## src/rtl/pipe_stage_reg_pkg.sv

```systemverilog
// rtl/pipe_stage_reg_pkg.sv - shared exception codes, PC vectors and exception merge helper
package pipe_stage_reg_pkg;

    typedef logic [4:0] exc_code_t;

    localparam exc_code_t EXC_INT  = 5'd0;
    localparam exc_code_t EXC_ADEL = 5'd4;
    localparam exc_code_t EXC_ADES = 5'd5;
    localparam exc_code_t EXC_RI   = 5'd10;
    localparam exc_code_t EXC_OV   = 5'd12;

    localparam logic [31:0] PC_RST_DEF     = 32'h0000_3000;
    localparam logic [31:0] PC_HANDLER_DEF = 32'h0000_4180;

    // The oldest exception in program order wins; bubbles never carry one.
    function automatic exc_code_t merge_exc(input logic valid, input exc_code_t older,
                                            input exc_code_t newer);
        if (!valid)
            return EXC_INT;
        return (older != EXC_INT) ? older : newer;
    endfunction

endpackage

```

## src/rtl/pipe_field_reg.sv

```systemverilog
// rtl/pipe_field_reg.sv - W-bit payload register with clear/load/hold
module pipe_field_reg #(
    parameter int W = 32
) (
    input  logic         clk,
    input  logic         reset,
    input  logic         i_clear,
    input  logic         i_load,
    input  logic [W-1:0] i_d,
    output logic [W-1:0] o_q
);

    logic [W-1:0] r_q = '0;

    always_ff @(posedge clk) begin
        if (reset || i_clear)
            r_q <= '0;
        else if (i_load)
            r_q <= i_d;
    end

    assign o_q = r_q;

endmodule

```

## src/rtl/pipe_stage_reg.sv

```systemverilog
// rtl/pipe_stage_reg.sv - pipeline stage register with stall, flush bubble and exception redirect
module pipe_stage_reg
    import pipe_stage_reg_pkg::*;
#(
    parameter int          W          = 32,
    parameter int          NCH        = 7,
    parameter int          CNT_W      = 8,
    parameter logic [W-1:0] PC_RST     = PC_RST_DEF,
    parameter logic [W-1:0] PC_HANDLER = PC_HANDLER_DEF
) (
    input  logic             clk,
    input  logic             reset,
    input  logic             req,
    input  logic             flush,
    input  logic             stall,
    input  logic             in_valid,
    input  logic [W-1:0]     in_ir,
    input  logic [W-1:0]     in_pc,
    input  logic             in_bd,
    input  logic [4:0]       in_exc,
    input  logic [4:0]       new_exc,
    input  logic [NCH*W-1:0] in_data,
    output logic             out_valid,
    output logic [W-1:0]     out_ir,
    output logic [W-1:0]     out_pc,
    output logic             out_bd,
    output logic [4:0]       out_exc,
    output logic [NCH*W-1:0] out_data,
    output logic [CNT_W-1:0] hold_cnt
);

    localparam logic [CNT_W-1:0] CNT_MAX = '1;
    localparam logic [CNT_W-1:0] CNT_ONE = {{(CNT_W-1){1'b0}}, 1'b1};

    logic             r_valid = 1'b0;
    logic [W-1:0]     r_ir    = '0;
    logic [W-1:0]     r_pc    = PC_RST;
    logic             r_bd    = 1'b0;
    exc_code_t        r_exc   = EXC_INT;
    logic [CNT_W-1:0] r_cnt   = '0;

    logic w_clear;
    logic w_load;

    assign w_clear = req | flush;
    assign w_load  = ~stall;

    always_ff @(posedge clk) begin
        if (reset) begin
            r_valid <= 1'b0;
            r_ir    <= '0;
            r_pc    <= PC_RST;
            r_bd    <= 1'b0;
            r_exc   <= EXC_INT;
            r_cnt   <= '0;
        end else if (req) begin
            r_valid <= 1'b0;
            r_ir    <= '0;
            r_pc    <= PC_HANDLER;
            r_bd    <= 1'b0;
            r_exc   <= EXC_INT;
            r_cnt   <= '0;
        end else if (flush) begin
            // Bubble keeps the stalled instruction's PC/BD so an interrupt taken here is precise.
            r_valid <= 1'b0;
            r_ir    <= '0;
            r_pc    <= in_pc;
            r_bd    <= in_bd;
            r_exc   <= EXC_INT;
            r_cnt   <= '0;
        end else if (stall) begin
            if (r_cnt != CNT_MAX)
                r_cnt <= r_cnt + CNT_ONE;
        end else begin
            r_valid <= in_valid;
            r_ir    <= in_ir;
            r_pc    <= in_pc;
            r_bd    <= in_bd;
            r_exc   <= merge_exc(in_valid, in_exc, new_exc);
            r_cnt   <= '0;
        end
    end

    for (genvar k = 0; k < NCH; k++) begin : g_ch
        pipe_field_reg #(.W(W)) u_field (
            .clk     (clk),
            .reset   (reset),
            .i_clear (w_clear),
            .i_load  (w_load),
            .i_d     (in_data[k*W +: W]),
            .o_q     (out_data[k*W +: W])
        );
    end

    assign out_valid = r_valid;
    assign out_ir    = r_ir;
    assign out_pc    = r_pc;
    assign out_bd    = r_bd;
    assign out_exc   = r_exc;
    assign hold_cnt  = r_cnt;

endmodule

```

## config.mk

```make
export PLATFORM = sky130hd
export DESIGN_NAME = pipe_stage_reg
export DESIGN_NICKNAME = d
export VERILOG_FILES = /design/src/rtl/pipe_stage_reg_pkg.sv /design/src/rtl/pipe_field_reg.sv /design/src/rtl/pipe_stage_reg.sv
export SDC_FILE = /design/constraint.sdc
export NUM_CORES = 1
export LEC_CHECK = 0
export ABC_AREA = 1
export BUFFER_PORTS_ARGS = -buffer_cell sky130_fd_sc_hd__buf_2
export CAP_MARGIN = 20
export CORE_AREA = 2 2 235 237
export CTS_CLUSTER_SIZE = 16
export DETAILED_ROUTE_END_ITERATION = 7
export DIE_AREA = 0 0 237 239
export PLACE_DENSITY = 0.45
export SLEW_MARGIN = 20
export SYNTH_ARGS = -nofsm -noshare
export SYNTH_HDL_FRONTEND = slang
export SYNTH_SLANG_ARGS = --single-unit
```

## constraint.sdc

```tcl
create_clock -name clk -period 2.15 [get_ports clk]
set_clock_uncertainty 0.2 [all_clocks]
set_input_delay 0.1075 -clock clk [delete_from_list [all_inputs] [get_ports clk]]
set_output_delay 0.1075 -clock clk [all_outputs]
set_load 0.005 [all_outputs]
```

======== After elaboration in Yosys (flattened, before gate mapping) ========
Cells that the tools add are included.
cells by class
  divide/modulo/power cells ............... 0
  multipliers ............................. 0
  equality and inequality tests ........... 3
  shifts and indexed selects .............. 0
  add/subtract/negate cells ............... 1
  bitwise operators ....................... 2
  order comparisons ....................... 0
  muxes and demuxes ....................... 13
  reduce and logical (&&, ||, !) cells .... 5
operator list
  cell                                          number
  2-to-1 mux 32 bit                             2
  2-to-1 mux 15 bit                             1
  2-to-1 mux 5 bit                              3
  adder 8 x 1 -> 8 bit (second input constant)  1
  != test 8 bit (second input constant)         1
  2-to-1 mux 1 bit                              7
  nonzero test 5 bit                            1
  OR reduction 4 bit                            1
  != test 3 bit (second input constant)         1
  OR reduction 3 bit                            1
  != test 2 bit (second input constant)         1
  OR reduction 2 bit                            1
  logical OR 1 bit                              1
  inverter 1 bit                                1
  bitwise OR 1 bit                              1
storage, ports and cells
  memory bits (writable) .................. 0
  bits in latches ......................... 0
  memories ................................ 0
  ROM bits ................................ 0
  output and inout port bits .............. 303
  input port bits ......................... 305
  register bits after elaboration ......... 303

======== Depth between registers and ports, before layout ========
  depth in word-level cells ............... 6
  gate-level depth with buffers ........... 8

======== Modules after synthesis ========
Synthesis repeated with hierarchy kept, for this count alone.
second synthesis, totals
  cell total of the unflattened synthesis .. 1811
  area total of the unflattened synthesis .. 12431.9 um^2
modules (own cells, without submodules)
  module          cells an instance  area each (um^2)  seq. area each (um^2)  instances
  pipe_field_reg  203                1353.8            640.6                  7
  pipe_stage_reg  390                2955.3            1581.5                 1

======== Worst setup path before layout ========
OpenSTA, ideal clock, no wires.
  kind .................................... register to register
  from .................................... register r_cnt[0] (netlist: hold_cnt[0])
  to ...................................... register r_cnt[2] (netlist: hold_cnt[2])
  required time ........................... 1.893 ns
  stages on the path, launching flop included .. 8
  library setup time ...................... 0.057 ns
  path buffers ............................ 0
  arrival ................................. 1.157 ns
  path slack .............................. 0.736 ns
  period minus slack after synthesis ...... 1.414 ns
  path through ............................ dfxtp_1 > ha_1 > nand2_1 > nor2_1 > nand2_1 > nand2_1 > o211ai_1 > inv_1
between the ends
  longest elaborated chain between the ends .. 1
  elaborated cells between the ends (all ways) .. 2
ends and longest elaborated chain
  what                                                          RTL line                                    RTL
  start: declaration                                            pipe_stage_reg.sv:40                        logic [CNT_W-1:0] r_cnt = '0;
  start signal: assignment                                      pipe_stage_reg.sv:73                        r_cnt <= r_cnt + CNT_ONE;
  adder 8 x 1 -> 8 bit / != test 8 bit (equally long branches)  pipe_stage_reg.sv:73, pipe_stage_reg.sv:72
Several ways; a longest one is shown, not always the timed one.
A chain may end at the register's enable or synchronous reset.

======== Final worst setup path ========
  from .................................... input in_exc[0]
  to ...................................... register r_exc[3] (netlist: out_exc[3])
between the ends
  longest elaborated chain between the ends .. 3
ends and longest elaborated chain
  what                           RTL line                  RTL
  start: declaration             pipe_stage_reg.sv:20      input logic [4:0] in_exc,
  nonzero test 5 bit             pipe_stage_reg_pkg.sv:20  return (older != EXC_INT) ? older : newer;
  2-to-1 mux 5 bit (2 in a row)  pipe_stage_reg_pkg.sv:20
  end signal: assignment         pipe_stage_reg.sv:79      r_exc <= merge_exc(in_valid, in_exc, new_exc);
  end: declaration               pipe_stage_reg.sv:39      exc_code_t r_exc = EXC_INT;
No other way between the ends.

==> out/qor.tcl <==
set qor(switching_component_of_the_power_uw) 3030
set qor(yosysTopAreaCell) {sky130_fd_sc_hd__dfxtp_1}
set qor(grt_pass1_vias) 12100
set qor(instance_count_of_the_mapped_netlist) 1334
set qor(worst-endpoint-required_ps) 2420
set qor(worst-path-max-fanout) 5
set qor(syn_avg_cell_area_um2) 7.61
set qor(timing_worst_setup_path_type) {primary input to register}
set qor(path_clk_slew_ps) 50
set qor(route.detailed.vias_per_inst) 3.89
set qor(critical_path.n_buffers_inverters) 4
set qor(share_seq_of_total_power) 0.433
set qor(timing.critical_path.cells) {dlygate4sd3_1 > buf_2 > nor2_4 > nand4_1 > dlygate4sd3_1 > nand2_1 > dlygate4sd3_1 > nand2_1 > nand2_1}
set qor(number_of_antenna_violations_at_the_first_check_in_global_routing) 0
set qor(die-height_um) 239
set qor(cells_taking_the_most_area_after_synthesis) {sky130_fd_sc_hd__dfxtp_1 60%, sky130_fd_sc_hd__nand2_1 32%, sky130_fd_sc_hd__buf_2 2.6%}
set qor(normalized_max_slew_margin) 0.657
set qor(sequential_element_share_of_the_synthesized_area) 0.598
set qor(data_arrival_critical_path_ps) 2350
set qor(clock_power_share) 0.473
set qor(synthesis.nets) 1640
set qor(routed_wl_mm) 39.6
set qor(timing.fmax_mhz) 480
set qor(placeable_core_area_um2) 54300
set qor(design_area_um2) 19100
set qor(yosys_register_bits) 303
set qor(drt_pass1_iterations) 5
set qor(root_buffer) {sky130_fd_sc_hd__clkbuf_16}
set qor(post-dp-hpwl_mm) 27.3
set qor(grt_first_pass_wirelength_mm) 61.1
set qor(cp_slowest_cell) {sky130_fd_sc_hd__dlygate4sd3_1}
set qor(drc) 0
set qor(hold_ws_ps) 39.5
set qor(top_level_pins) 608
set qor(placement_rows) 86
set qor(internal-power_uw) 10400
set qor(timing.final.setup_violations) 0
set qor(outcome) {finished, final reports clean}
set qor(setup.worst_path.end_class) {register}
set qor(gpl.final_weighted_congestion) 0.805
set qor(number_of_port_buffers) 607
set qor(area.growth.synth_to_final_pct) 88.6
set qor(crit_path_start) {in_exc[0]}
set qor(mappedNetlistArea_um2) 10100
set qor(layout-drive-gt1-share) 0.299
set qor(tritoncts) {yes}
set qor(finalNetCount) 2631
set qor(synth.area.mux_share) 0
set qor(cts_buffers) 38
set qor(cts_max_path_buffers) 3
set qor(ir_worst_vdd_mv) 0.453
set qor(synth-compound-area-share) 0.0228
set qor(synth_cell_types) 19
set qor(cts.sinks) 303
set qor(worst-path-stages) 9
set qor(timing.final.hold_violations) 0
set qor(critPathLaunchType) {primary input}
set qor(cellLeakagePower_uw) 0.0101
set qor(clock_insertion_delay_worst_skew_ps) 530
set qor(combPwrFrac) 0.094
set qor(antenna_cells) 0
set qor(worst_pin_slew_ps) 514
set qor(hold_path_class) {primary input to register}
set qor(floorplan.initialDensity) 0.187
set qor(min_delay_path_depth) 5
set qor(synth_top_family_by_area) {simple AND/OR/NAND/NOR gates}
set qor(detail_route.iter0.violations) 435
set qor(postLayoutCoreUtil) 0.352
set qor(overflow) 0
set qor(finalMaxSlewViolations) 0
set qor(synth_warnings) 0
set qor(power-per-cell-area_nw_per_um2) 699
set qor(yosys.area_share.adder) 0.00123
set qor(synthesized_area_fraction_occupied_by_xor_and_xnor_cells) 0
set qor(worst_path_largest_cell_delay_ps) 570
set qor(power.total_uw) 13400
set qor(die_outline_width_um) 237
set qor(yosys.area.top_type_share) 0.598
set qor(gr-usage-all-layers) 0.132
set qor(rsz0062_at_grt) {false}
set qor(final_min_period_over_clock_period) 0.968
set qor(maxCapViolCount) 0
set qor(switching_share) 0.226
set qor(wl_per_cell_um) 13.0
set qor(worst_r2r_path_depth) 7
set qor(dpl_cell_area_um2) 14000
set qor(ant_nets) 0
set qor(worstReg2RegStart) {hold_cnt[0]}
set qor(holdCritStartpoint) {stall}
set qor(grt_max_degree) 100
set qor(cpLargestDelayFamily) {buffers and inverters}
set qor(die_area_um2) 56600
set qor(totalNegativeSetupSlack_ps) 0
set qor(clock_period_minus_final_worst_setup_slack_ps) 2080
set qor(synthesized_area_fraction_occupied_by_and_or_nand_nor_cells) 0.338
set qor(vias) 11900
set qor(cts.htree.levels) 2
==> cell families (layout without fill, tap and decap cells) <==
family,after synthesis,in the layout
simple gates,900,900
fa+ha+maj,1,1
flops,303,303
buf+inv,85,1104
compound gates,45,45
==> routing by layer <==
layer / wire length (um) / GRT usage / vias up
li1: - / - / 6031
met5: 0 / 0 / -
met4: 1810 / 0.0669 / 0
met2: 19100 / 0.229 / 448
met3: 3070 / 0.0408 / 115
met1: 15600 / 0.147 / 5293
==> power groups by stage <==
stage               clock network [uW]  logic [uW]  registers, uW
global route                      6790        1360           5810
detailed placement                   0         717           5920
finish                            6330        1250           5800
CTS                               6570        1240           5800
floorplan                            0         209           5930
global placement                     0         714           5910
==> worst paths after layout <==
| check | end | slack [ps] |
|---|---|---|
| setup / recovery | out_exc[3] | 70 |
| setup reg to reg | hold_cnt[2] | 490 |
| hold / removal | g_ch[5].u_field.o_q[29] | 40 |
| hold reg to reg | g_ch[2].u_field.o_q[2] | 240 |
==> metrics by stage <==
| stage | instances | worst slack, ps |
|---|---|---|
| after floorplan | 1334 | 736 |
| after global placement | 2605 | 521 |
| after detailed placement | 2605 | 511 |
| after CTS | 3057 | 13.2 |
| after global routing | 3057 | 6.62 |
| final | 3057 | 68.3 |
==> registers in the layout, summed over array words and instances (netlist names) <==
| register | count |
|---|---|
| g_ch.u_field.o_q | 224 |
| out_valid | 1 |
| hold_cnt | 8 |
| out_exc | 5 |
| out_bd | 1 |
| out_pc | 32 |
| out_ir | 32 |
==> cells in the final DEF, fill, tap and decap left out, drive strengths merged, types with 9 or more instances in the layout <==
| master | synthesis | layout |
|---|---|---|
| clkbuf | 5 | 54 |
| buf | 59 | 631 |
| nand2 | 865 | 865 |
| nor2 | 17 | 17 |
| a21oi | 35 | 35 |
| nand3 | 10 | 10 |
| dfxtp | 303 | 303 |
| inv | 21 | 22 |
| clkinv | 0 | 9 |
| dlygate4sd3 | 0 | 384 |
==> worst reg2reg max path: cells and delay by family (launching register included) <==
family          cells  cell delay (ps)
compound gates      1               80
fa+ha+maj           1              220
buf+inv             1               60
flops               1              420
simple gates        4              630
==> synthesized netlist by cell type <==
| library cell | count |
|---|---|
| sky130_fd_sc_hd__nand2_1 | 865 |
| sky130_fd_sc_hd__buf_4 | 5 |
| sky130_fd_sc_hd__inv_2 | 4 |
| sky130_fd_sc_hd__nor3_1 | 3 |
| sky130_fd_sc_hd__nand4_1 | 5 |
| sky130_fd_sc_hd__nand3_4 | 1 |
| sky130_fd_sc_hd__a21oi_1 | 35 |
| sky130_fd_sc_hd__nand3_1 | 9 |
| sky130_fd_sc_hd__o21ai_0 | 6 |
| sky130_fd_sc_hd__clkbuf_1 | 5 |
| sky130_fd_sc_hd__o211ai_1 | 1 |
| sky130_fd_sc_hd__a31oi_1 | 3 |
| sky130_fd_sc_hd__dfxtp_1 | 303 |
| sky130_fd_sc_hd__nor2_4 | 2 |
| sky130_fd_sc_hd__inv_1 | 17 |
| sky130_fd_sc_hd__buf_1 | 1 |
| sky130_fd_sc_hd__ha_1 | 1 |
| sky130_fd_sc_hd__nor2_1 | 15 |
| sky130_fd_sc_hd__buf_2 | 53 |
==> timing repair <==
action / in CTS / in global routing
gates resized for setup: 0 / 7
setup endpoints to repair: 0 / 8
setup buffers: 0 / 0
hold buffers: 384 / 0
endpoints found under the hold margin: 295 / 0
==> cell type report <==
cell class / instances / area (um2)
multi-input cells: 946 / 3700
fillers: 5622 / 35200
flip-flops and latches: 303 / 6070
repair buffers: 1015 / 7150
clock inverters: 14 / 110
clock buffers: 54 / 1140
well taps: 704 / 881
inverters: 21 / 78.8
Power figures use the tool's default switching activity.
